### src/rtl/oled_pkg.sv
// oled_pkg: FSM state encoding, SSD1306 opcodes and the power-on init command table
// shared by the OLED SPI scheduler and its init ROM.
package oled_pkg;

  typedef enum logic [2:0] {
    PWR_HI1,
    PWR_LO,
    PWR_HI2,
    INIT,
    IDLE,
    CMD,
    FB_FETCH,
    FB_SEND
  } sched_state_t;

  localparam int FB_AW      = 10;
  localparam int INIT_LEN   = 23;
  localparam int INIT_IDX_W = $clog2(INIT_LEN + 1);

  localparam logic [7:0] OP_DISPLAY_OFF  = 8'hAE;
  localparam logic [7:0] OP_DISPLAY_ON   = 8'hAF;
  localparam logic [7:0] OP_SET_CONTRAST = 8'h81;
  localparam logic [7:0] OP_SET_CLK_DIV  = 8'hD5;
  localparam logic [7:0] OP_SET_MUX      = 8'hA8;
  localparam logic [7:0] OP_SET_OFFSET   = 8'hD3;
  localparam logic [7:0] OP_CHARGE_PUMP  = 8'h8D;
  localparam logic [7:0] OP_ADDR_MODE    = 8'h20;
  localparam logic [7:0] OP_SEG_REMAP    = 8'hA1;
  localparam logic [7:0] OP_COM_SCAN_DEC = 8'hC8;
  localparam logic [7:0] OP_COM_PINS     = 8'hDA;
  localparam logic [7:0] OP_PRECHARGE    = 8'hD9;
  localparam logic [7:0] OP_VCOMH        = 8'hDB;
  localparam logic [7:0] OP_RESUME_RAM   = 8'hA4;

  // Panel stays dark until the final display-on, after charge pump and addressing are set up.
  localparam logic [7:0] INIT_CMDS [INIT_LEN] = '{
    OP_DISPLAY_OFF,
    OP_SET_CONTRAST, 8'h7F,
    OP_SET_CLK_DIV,  8'h80,
    OP_SET_MUX,      8'h3F,
    OP_SET_OFFSET,   8'h00,
    OP_CHARGE_PUMP,  8'h14,
    OP_ADDR_MODE,    8'h00,
    OP_SEG_REMAP,
    OP_COM_SCAN_DEC,
    OP_COM_PINS,     8'h12,
    OP_PRECHARGE,    8'hF1,
    OP_VCOMH,        8'h40,
    OP_RESUME_RAM,
    OP_DISPLAY_ON
  };

endpackage

### src/rtl/oled_init_rom.sv
// oled_init_rom: combinational index-to-byte lookup of the SSD1306 init stream.
module oled_init_rom
  import oled_pkg::*;
(
  input  logic [INIT_IDX_W-1:0] idx,
  output logic [7:0]            data
);

  always_comb begin
    data = 8'h00;
    if (int'(idx) < INIT_LEN) data = INIT_CMDS[idx];
  end

endmodule

### src/rtl/oled_spi_scheduler.sv
// oled_spi_scheduler: panel power sequencing, init stream, host commands and framebuffer refresh
// onto the shared oled_spi_tx byte port. Define OLED_SCHED_AUTOREFRESH_EN for back-to-back frames.
module oled_spi_scheduler
  import oled_pkg::*;
#(
  parameter int STARTUP_WAIT = 10000000,
  parameter int FB_BYTES     = 1024
) (
  input  logic             clk_i,
  input  logic             reset_ni,
  output logic             oled_reset_o,
  output logic             tx_valid_o,
  input  logic             tx_ready_i,
  output logic [7:0]       tx_data_o,
  output logic             tx_dc_o,
  output logic             fb_rd_en_o,
  output logic [FB_AW-1:0] fb_rd_addr_o,
  input  logic [7:0]       fb_rd_data_i,
  input  logic             refresh_req_i,
  input  logic             cmd_valid_i,
  input  logic [7:0]       cmd_data_i,
  output logic             cmd_ready_o,
  output logic             init_done_o,
  output logic             frame_done_o
);

  localparam int CW = $clog2(3 * STARTUP_WAIT + 1);
  localparam logic [CW-1:0] END_HI1 = CW'(STARTUP_WAIT - 1);
  localparam logic [CW-1:0] END_LO  = CW'(2 * STARTUP_WAIT - 1);
  localparam logic [CW-1:0] END_HI2 = CW'(3 * STARTUP_WAIT - 1);
  localparam logic [CW-1:0] CNT_MAX = CW'(3 * STARTUP_WAIT);

  sched_state_t          state, state_next;
  logic [CW-1:0]         wait_cnt;
  logic [INIT_IDX_W-1:0] init_idx;
  logic [FB_AW-1:0]      fb_addr;
  logic [7:0]            cmd_byte, fb_byte, rom_byte;
  logic                  fetch_d, pending, init_done, frame_done;
  logic                  tx_fire, last_init, last_fb, go_frame, pending_set;

  oled_init_rom u_rom (
    .idx  (init_idx),
    .data (rom_byte)
  );

  assign tx_fire   = tx_valid_o && tx_ready_i;
  assign last_init = (state == INIT) && tx_fire && (init_idx == INIT_IDX_W'(INIT_LEN - 1));
  assign last_fb   = (state == FB_SEND) && tx_fire && (fb_addr == FB_AW'(FB_BYTES - 1));
  assign go_frame  = (state == IDLE) && !cmd_valid_i && pending;

`ifdef OLED_SCHED_AUTOREFRESH_EN
  assign pending_set = last_init || last_fb;
`else
  assign pending_set = refresh_req_i;
`endif

  assign fb_rd_addr_o = fb_addr;
  assign init_done_o  = init_done;
  assign frame_done_o = frame_done;

  always_ff @(posedge clk_i or negedge reset_ni) begin
    if (!reset_ni) state <= PWR_HI1;
    else           state <= state_next;
  end

  // Outputs decode from state so an async reset returns them to idle values at once.
  always_comb begin
    state_next   = state;
    oled_reset_o = 1'b1;
    tx_valid_o   = 1'b0;
    tx_data_o    = 8'h00;
    tx_dc_o      = 1'b0;
    fb_rd_en_o   = 1'b0;
    cmd_ready_o  = 1'b0;
    case (state)
      PWR_HI1: if (wait_cnt == END_HI1) state_next = PWR_LO;
      PWR_LO: begin
        oled_reset_o = 1'b0;
        if (wait_cnt == END_LO) state_next = PWR_HI2;
      end
      PWR_HI2: if (wait_cnt == END_HI2) state_next = INIT;
      INIT: begin
        tx_valid_o = 1'b1;
        tx_data_o  = rom_byte;
        if (last_init) state_next = IDLE;
      end
      IDLE: begin
        cmd_ready_o = 1'b1;
        if (cmd_valid_i)  state_next = CMD;
        else if (pending) state_next = FB_FETCH;
      end
      CMD: begin
        tx_valid_o = 1'b1;
        tx_data_o  = cmd_byte;
        if (tx_ready_i) state_next = IDLE;
      end
      FB_FETCH: begin
        fb_rd_en_o = 1'b1;
        state_next = FB_SEND;
      end
      FB_SEND: begin
        tx_valid_o = 1'b1;
        tx_dc_o    = 1'b1;
        // RAM data is only guaranteed on the first cycle; later stall cycles replay the held copy.
        tx_data_o  = fetch_d ? fb_rd_data_i : fb_byte;
        if (tx_ready_i) state_next = last_fb ? IDLE : FB_FETCH;
      end
      default: state_next = PWR_HI1;
    endcase
  end

  always_ff @(posedge clk_i or negedge reset_ni) begin
    if (!reset_ni) begin
      wait_cnt   <= '0;
      init_idx   <= '0;
      fb_addr    <= '0;
      cmd_byte   <= 8'h00;
      fb_byte    <= 8'h00;
      fetch_d    <= 1'b0;
      pending    <= 1'b0;
      init_done  <= 1'b0;
      frame_done <= 1'b0;
    end else begin
      if (wait_cnt != CNT_MAX) wait_cnt <= wait_cnt + CW'(1);
      if (state == INIT && tx_fire) init_idx <= init_idx + INIT_IDX_W'(1);
      if (state == FB_SEND && tx_fire) fb_addr <= last_fb ? '0 : fb_addr + FB_AW'(1);
      if (state == IDLE && cmd_valid_i) cmd_byte <= cmd_data_i;
      fetch_d <= (state == FB_FETCH);
      if (fetch_d) fb_byte <= fb_rd_data_i;
      if (pending_set)   pending <= 1'b1;
      else if (go_frame) pending <= 1'b0;
      if (last_init) init_done <= 1'b1;
      frame_done <= last_fb;
    end
  end

endmodule

### config.mk
export PLATFORM = sky130hd
export DESIGN_NAME = oled_spi_scheduler
export DESIGN_NICKNAME = d
export VERILOG_FILES = /design/src/rtl/oled_pkg.sv /design/src/rtl/oled_init_rom.sv /design/src/rtl/oled_spi_scheduler.sv
export SDC_FILE = /design/constraint.sdc
export NUM_CORES = 1
export LEC_CHECK = 0
export ABC_AREA = 0
export BUFFER_PORTS_ARGS = -buffer_cell sky130_fd_sc_hd__buf_2
export CAP_MARGIN = 15
export CORE_ASPECT_RATIO = 0.8
export CORE_MARGIN = 1.5
export CORE_UTILIZATION = 35
export CTS_CLUSTER_SIZE = 30
export DETAILED_ROUTE_END_ITERATION = 6
export PLACE_DENSITY = 0.58
export SLEW_MARGIN = 5
export SYNTH_ARGS = -nofsm -noshare
export SYNTH_HDL_FRONTEND = slang
export SYNTH_SLANG_ARGS = --single-unit
### constraint.sdc
create_clock -name clk_i -period 2.59 [get_ports clk_i]
set_input_delay 0.1295 -clock clk_i [delete_from_list [all_inputs] [get_ports clk_i]]
set_output_delay 0.1295 -clock clk_i [all_outputs]
set_load 0.01 [all_outputs]
[Word-level counts from Yosys, hierarchy flattened]
Memories as Yosys holds them, arrays and structs flattened.
Index checks and enable logic that the tools add are counted.
Word-level totals
  word-level logic and storage cells: 73
  memory bits (read-only): 256
  bits in registers: 63
  memories: 1
Cells by class
  mux-type cells: 23
  add/subtract/negate cells: 3
  $lt $le $gt $ge: 2
  bitwise operators: 1
  equal/unequal tests: 20
  reduce and logical (&&, ||, !) cells: 13
Memories
  (name not given): words 32, bits a word 8, read ports 1, clocked after memory_dff 0, write ports 0, RTL line oled_init_rom.sv:11  | if (int'(idx) < INIT_LEN) data = INIT_CMDS[idx];
Operators by type and width (count)
  equality test 25 bit (second input constant): 2
  2-to-1 mux 8 bit: 4
  adder 25 x 1 -> 25 bit (second input constant): 1
  equality test 25 x 24 -> 1 bit (second input constant): 1
  != test 25 bit (second input constant): 1
  2-to-1 mux 3 bit: 8
  one-hot mux 3 bit (8 select lines): 1
  one-hot mux 8 bit (3 select lines): 1
  equality test 3 bit (second input constant): 4
  != test 2 bit (second input constant): 6
  adder 10 x 1 -> 10 bit (second input constant): 1
  equality test 10 bit (second input constant): 1
  2-to-1 mux 10 bit: 1
  logical AND 1 bit: 8
  2-to-1 mux 1 bit: 7
  AND reduction 7 bit: 1
  equality test 3 x 2 -> 1 bit (second input constant): 2
  >= comparator 6 bit (second input constant): 1
  inverter 5 -> 6 bit: 1
  adder 5 x 1 -> 5 bit (second input constant): 1
  equality test 5 bit (second input constant): 1
  < comparator 5 bit (second input constant): 1
  equality test 3 x 1 -> 1 bit (second input constant): 1
  zero test 3 bit: 1
  other kinds (5): 5

[Logic depth before layout (Yosys ltp)]
  depth after elaboration: 9
  gate-level depth with buffers: 8
  gate-level depth less buffers: 8

[Cells and area by module]
Synthesis repeated with hierarchy kept, for this count alone.
Second synthesis, totals
  cells, all modules: 374
  area total of the unflattened synthesis: 3634.7 um^2
Modules (own cells, without submodules)
  oled_spi_scheduler: seq. area each 1576.5 um^2, area each 3154.3 um^2, cells each 311, times used 1
  oled_init_rom: seq. area each 0.0 um^2, area each 480.5 um^2, cells each 63, times used 1

[Worst setup path after synthesis]
No wires, ideal clock.
  kind: flip-flop to flip-flop
  start: register wait_cnt[10]
  end: register wait_cnt[1]
  clock period less this slack: 2.027 ns
  setup time: 0.128 ns
  slack: 0.563 ns
  data required time: 2.462 ns
  data arrival time: 1.899 ns
  path buffers: 1
  cell stages (with the launch flop): 7
  cells stage by stage: dfrtp_1 buf_6 or4bb_4 nor4_4 inv_2 nor3_2 mux2_1
On the way
  longest elaborated chain between the ends: 1
RTL lines
  from (decl): RTL line oled_spi_scheduler.sv:34  | logic [CW-1:0] wait_cnt;
  from (signal assigned): RTL line oled_spi_scheduler.sv:124  | if (wait_cnt != CNT_MAX) wait_cnt <= wait_cnt + CW'(1);
  != test 25 bit: RTL line oled_spi_scheduler.sv:124
No other way between the ends.
A chain may end at the register's enable or synchronous reset.

[Worst setup path after layout]
  start: register init_idx[0]
  end: output tx_data_o[6]
On the way
  longest elaborated chain between the ends: 6
RTL lines
  from (decl): RTL line oled_spi_scheduler.sv:35  | logic [INIT_IDX_W-1:0] init_idx;
  from (signal assigned): RTL line oled_spi_scheduler.sv:125  | if (state == INIT && tx_fire) init_idx <= init_idx + INIT_IDX_W'(1);
  inverter 5 -> 6 bit (implied by the code): RTL line oled_init_rom.sv:11
  memory read (32 x 8 bit)
  2-to-1 mux 8 bit (implied by the code) (2 in a row): RTL line oled_init_rom.sv:11
  2-to-1 mux 8 bit (*): RTL line oled_init_rom.sv:11
  one-hot mux 8 bit (3 select lines) (*): RTL line oled_spi_scheduler.sv:75  | case (state)
  to (decl): RTL line oled_spi_scheduler.sv:14  | output logic [7:0] tx_data_o,
Every way passes the cells marked *; elsewhere a longest branch is shown, timed or not. The select of a mux whose other input is x is not followed.

==> metrics <==
Post-CTS Setup Inserts 0; final instance area around 4200 um^2; Nets between 400 and 500; detailed placement HPWL about 5.2 mm; Tmin final 2.437 ns; RR Endpoint state[1]; initial antenna violation count 0; GRT Total Usage 15.32%; commonest non-fill, non-tap cell in the layout dfrtp_1; Final period util a little over nine tenths; RSZ-0062 raised after global routing false; Max stage delay on crit path 0.45 ns; relative slew slack between 40% and 50%; core area 9649 um^2; Slowest cell on crit path dfrtp_1; io pins 46; CTS tree built; grt peak-use layer met2; Global Route met1 Usage a little over a fifth; met3 Use GR under 10%; Place WS about 0.29 ns; Rows 32; ys async rst share 100.0%; IO Port Bufs 45; vias per cell between 4 and 5; Max Fanout on Critical Path 7; Post-Layout Cell Count between 500 and 600; LEAKAGE around 1.9 nW; TritonCTS buffer count 9; Unique masters post-synth 62; H-tree depth 3; initial core utilization 35.92%; Die Ht a little over 90 um; Mean Syn Cell Area 10.31 um^2; failing checks negative hold slack; drt first pass iters 5; final WL ~7.3 mm; R2R Setup Slk approximately 0.17 ns; commonest non-fill, non-tap cells in the layout dfrtp_1, nand2_1, buf_2, xnor2_1, nor2_1; worst skew pair latency around 0.33 ns; Max Fclk roughly 0.4 GHz; Slew Viols, Final 0; final hold slack -0.02730 ns; Worst-path clk slew ~0.06 ns; Max IR drop VDD around 0.31 mV; die width approximately 110 um; Cell Chain, Critical Path ha_2 > mux2_1 > mux4_2 > a222oi_1 > inv_1 > buf_2; clk buf depth 2; routed vias between 2000 and 3000; DIE AREA between 10000 and 15000 um^2; dpl cell area 3842 um^2; Hold WC Path Type in2async; Root Driver clkbuf_16; fin util a little over two fifths; DRC 0; clk sink count 63; flops & latches, synth between 60 and 70; Synth Warn # 0; Syn Nets around 370; Worst setup SP type register; final setup fails 0; Setup TNS 0 ns; first-pass GRT wire length approximately 12 mm; Post-Syn Area 3466 um^2; Initial DRC Count roughly 180; layout cells sized above 1 26.97%; Cell Pwr Density 819.2 nW/um^2; worst setup margin 0.1530 ns; Hold Vio Cnt, Final between 40 and 50; R2R cell count 6; CP endpoint kind output pin; Routed wire per std cell between 10 and 15 um; Crit Path Class reg2out; worst-margin pin slew about 0.8 ns; FF-to-FF Start wait_cnt[9]; Worst Path Required around 2.5 ns; Mapped Cells 336; P&R area growth vs syn 20.54%; placer congestion estimate 0.8641; gr ovfl total 0; n_diodes 0; clk_skew 0.006431 ns; status finished, violations left; overall power ~3.4 mW; vias in the first global route around 2600; Worst EP arrival between 2 and 2.5 ns; Max Cap Viol 0; Global Route met2 Usage 21.49%; sequential area share after synthesis a little under half; Final ANT Viol Nets 0; placed insts a little over 500; Synth Flop Type dfrtp_1; largest net degree at the start of global routing 64; Post-synth EDFFs 0
## cell usage after synthesis (5+ instances only)
master    number  area (um^2)
nand3b_1       5        37.54
nand3_1       12        60.06
nor2_1        20        75.07
a21oi_1        6        30.03
dfrtp_1       63         1577
clkbuf_1       8        30.03
ha_1          11        137.6
nand4_1        7        43.79
xnor2_1       22        192.7
nand2_1       45        168.9
nor4_1         5        31.28
o21ai_0       10        50.05
nor3_1         5        25.02
xor2_1        10        87.58
inv_1         10        37.54
and3_1         5        31.28
mux2_2        16        180.2
## layer usage
metal  vias up  wire (um)  share of wire (%)
met3        10        395                5.4
met2        73       3094                 42
met5         -          0                  0
met4         0        104                1.4
met1      1246       3699                 51
li1       1298          -                  -
## timing repair
item,4_1_cts,5_1_grt
endpoints found under the hold margin,1,0
gates resized for setup,0,5
hold buffers,1,0
endpoints found under the setup margin,0,6
## sequential cells by signal, summed over array words and instances (netlist names)
name / flops
wait_cnt: 25
fb_rd_addr_o: 10
cmd_byte: 8
fb_byte: 8
init_idx: 5
state: 3
fetch_d: 1
frame_done_o: 1
init_done_o: 1
pending: 1
## where the power goes
part           switching, mW  internal, mW  total [mW]
sequential             0.148          1.17        1.32
clock                  0.454         0.805        1.26
combinational          0.423         0.418       0.842
total                   1.03          2.40        3.42
## cell families (layout without fill, tap and decap cells)
family | after synthesis | count (layout) | synth area share, %
flip-flops | 63 | 63 | 45.49
AND/OR/NAND/NOR | 136 | 136 | 21.66
multiplexers | 23 | 23 | 7.653
AO/OA/AOI/OAI | 47 | 47 | 9.675
XOR/XNOR | 32 | 32 | 8.086
buffers and inverters | 24 | 81 | 3.466
adder cells (fa/ha/maj) | 11 | 11 | 3.971
## layout make-up
| type | count | area (um^2) |
|---|---|---|
| fillers | 907 | 5472 |
| well taps | 136 | 170.2 |
| repair buffers | 54 | 295.3 |
| clock inverters | 5 | 63.81 |
| flip-flops and latches | 63 | 1578 |
| clock buffers | 11 | 252.7 |
| multi-input cells | 249 | 1777 |
| inverters | 11 | 41.29 |
## worst max-delay path by stage
stage | startpoint | endpoint | slack (ns) | depth (start not counted)
2_1_floorplan | wait_cnt[10] | wait_cnt[1] | 0.56 | 6
3_3_place_gp | wait_cnt[9] | state[1] | 0.35 | 6
3_5_place_dp | wait_cnt[9] | state[1] | 0.29 | 6
4_1_cts | init_idx[0] | tx_data_o[0] | 0.07 | 6
5_1_grt | init_idx[0] | tx_data_o[6] | 0.02 | 7
6_report | init_idx[0] | tx_data_o[6] | 0.15 | 6
## worst max-delay path: cells and delay by family (launching register included)
kind / cells / cell delay (ns)
buf+inv: 2 / 0.22
fa+ha+maj: 1 / 0.25
flops: 1 / 0.45
compound gates: 1 / 0.32
mux: 2 / 0.73
Note: power is estimated with default switching activity, not from simulation.
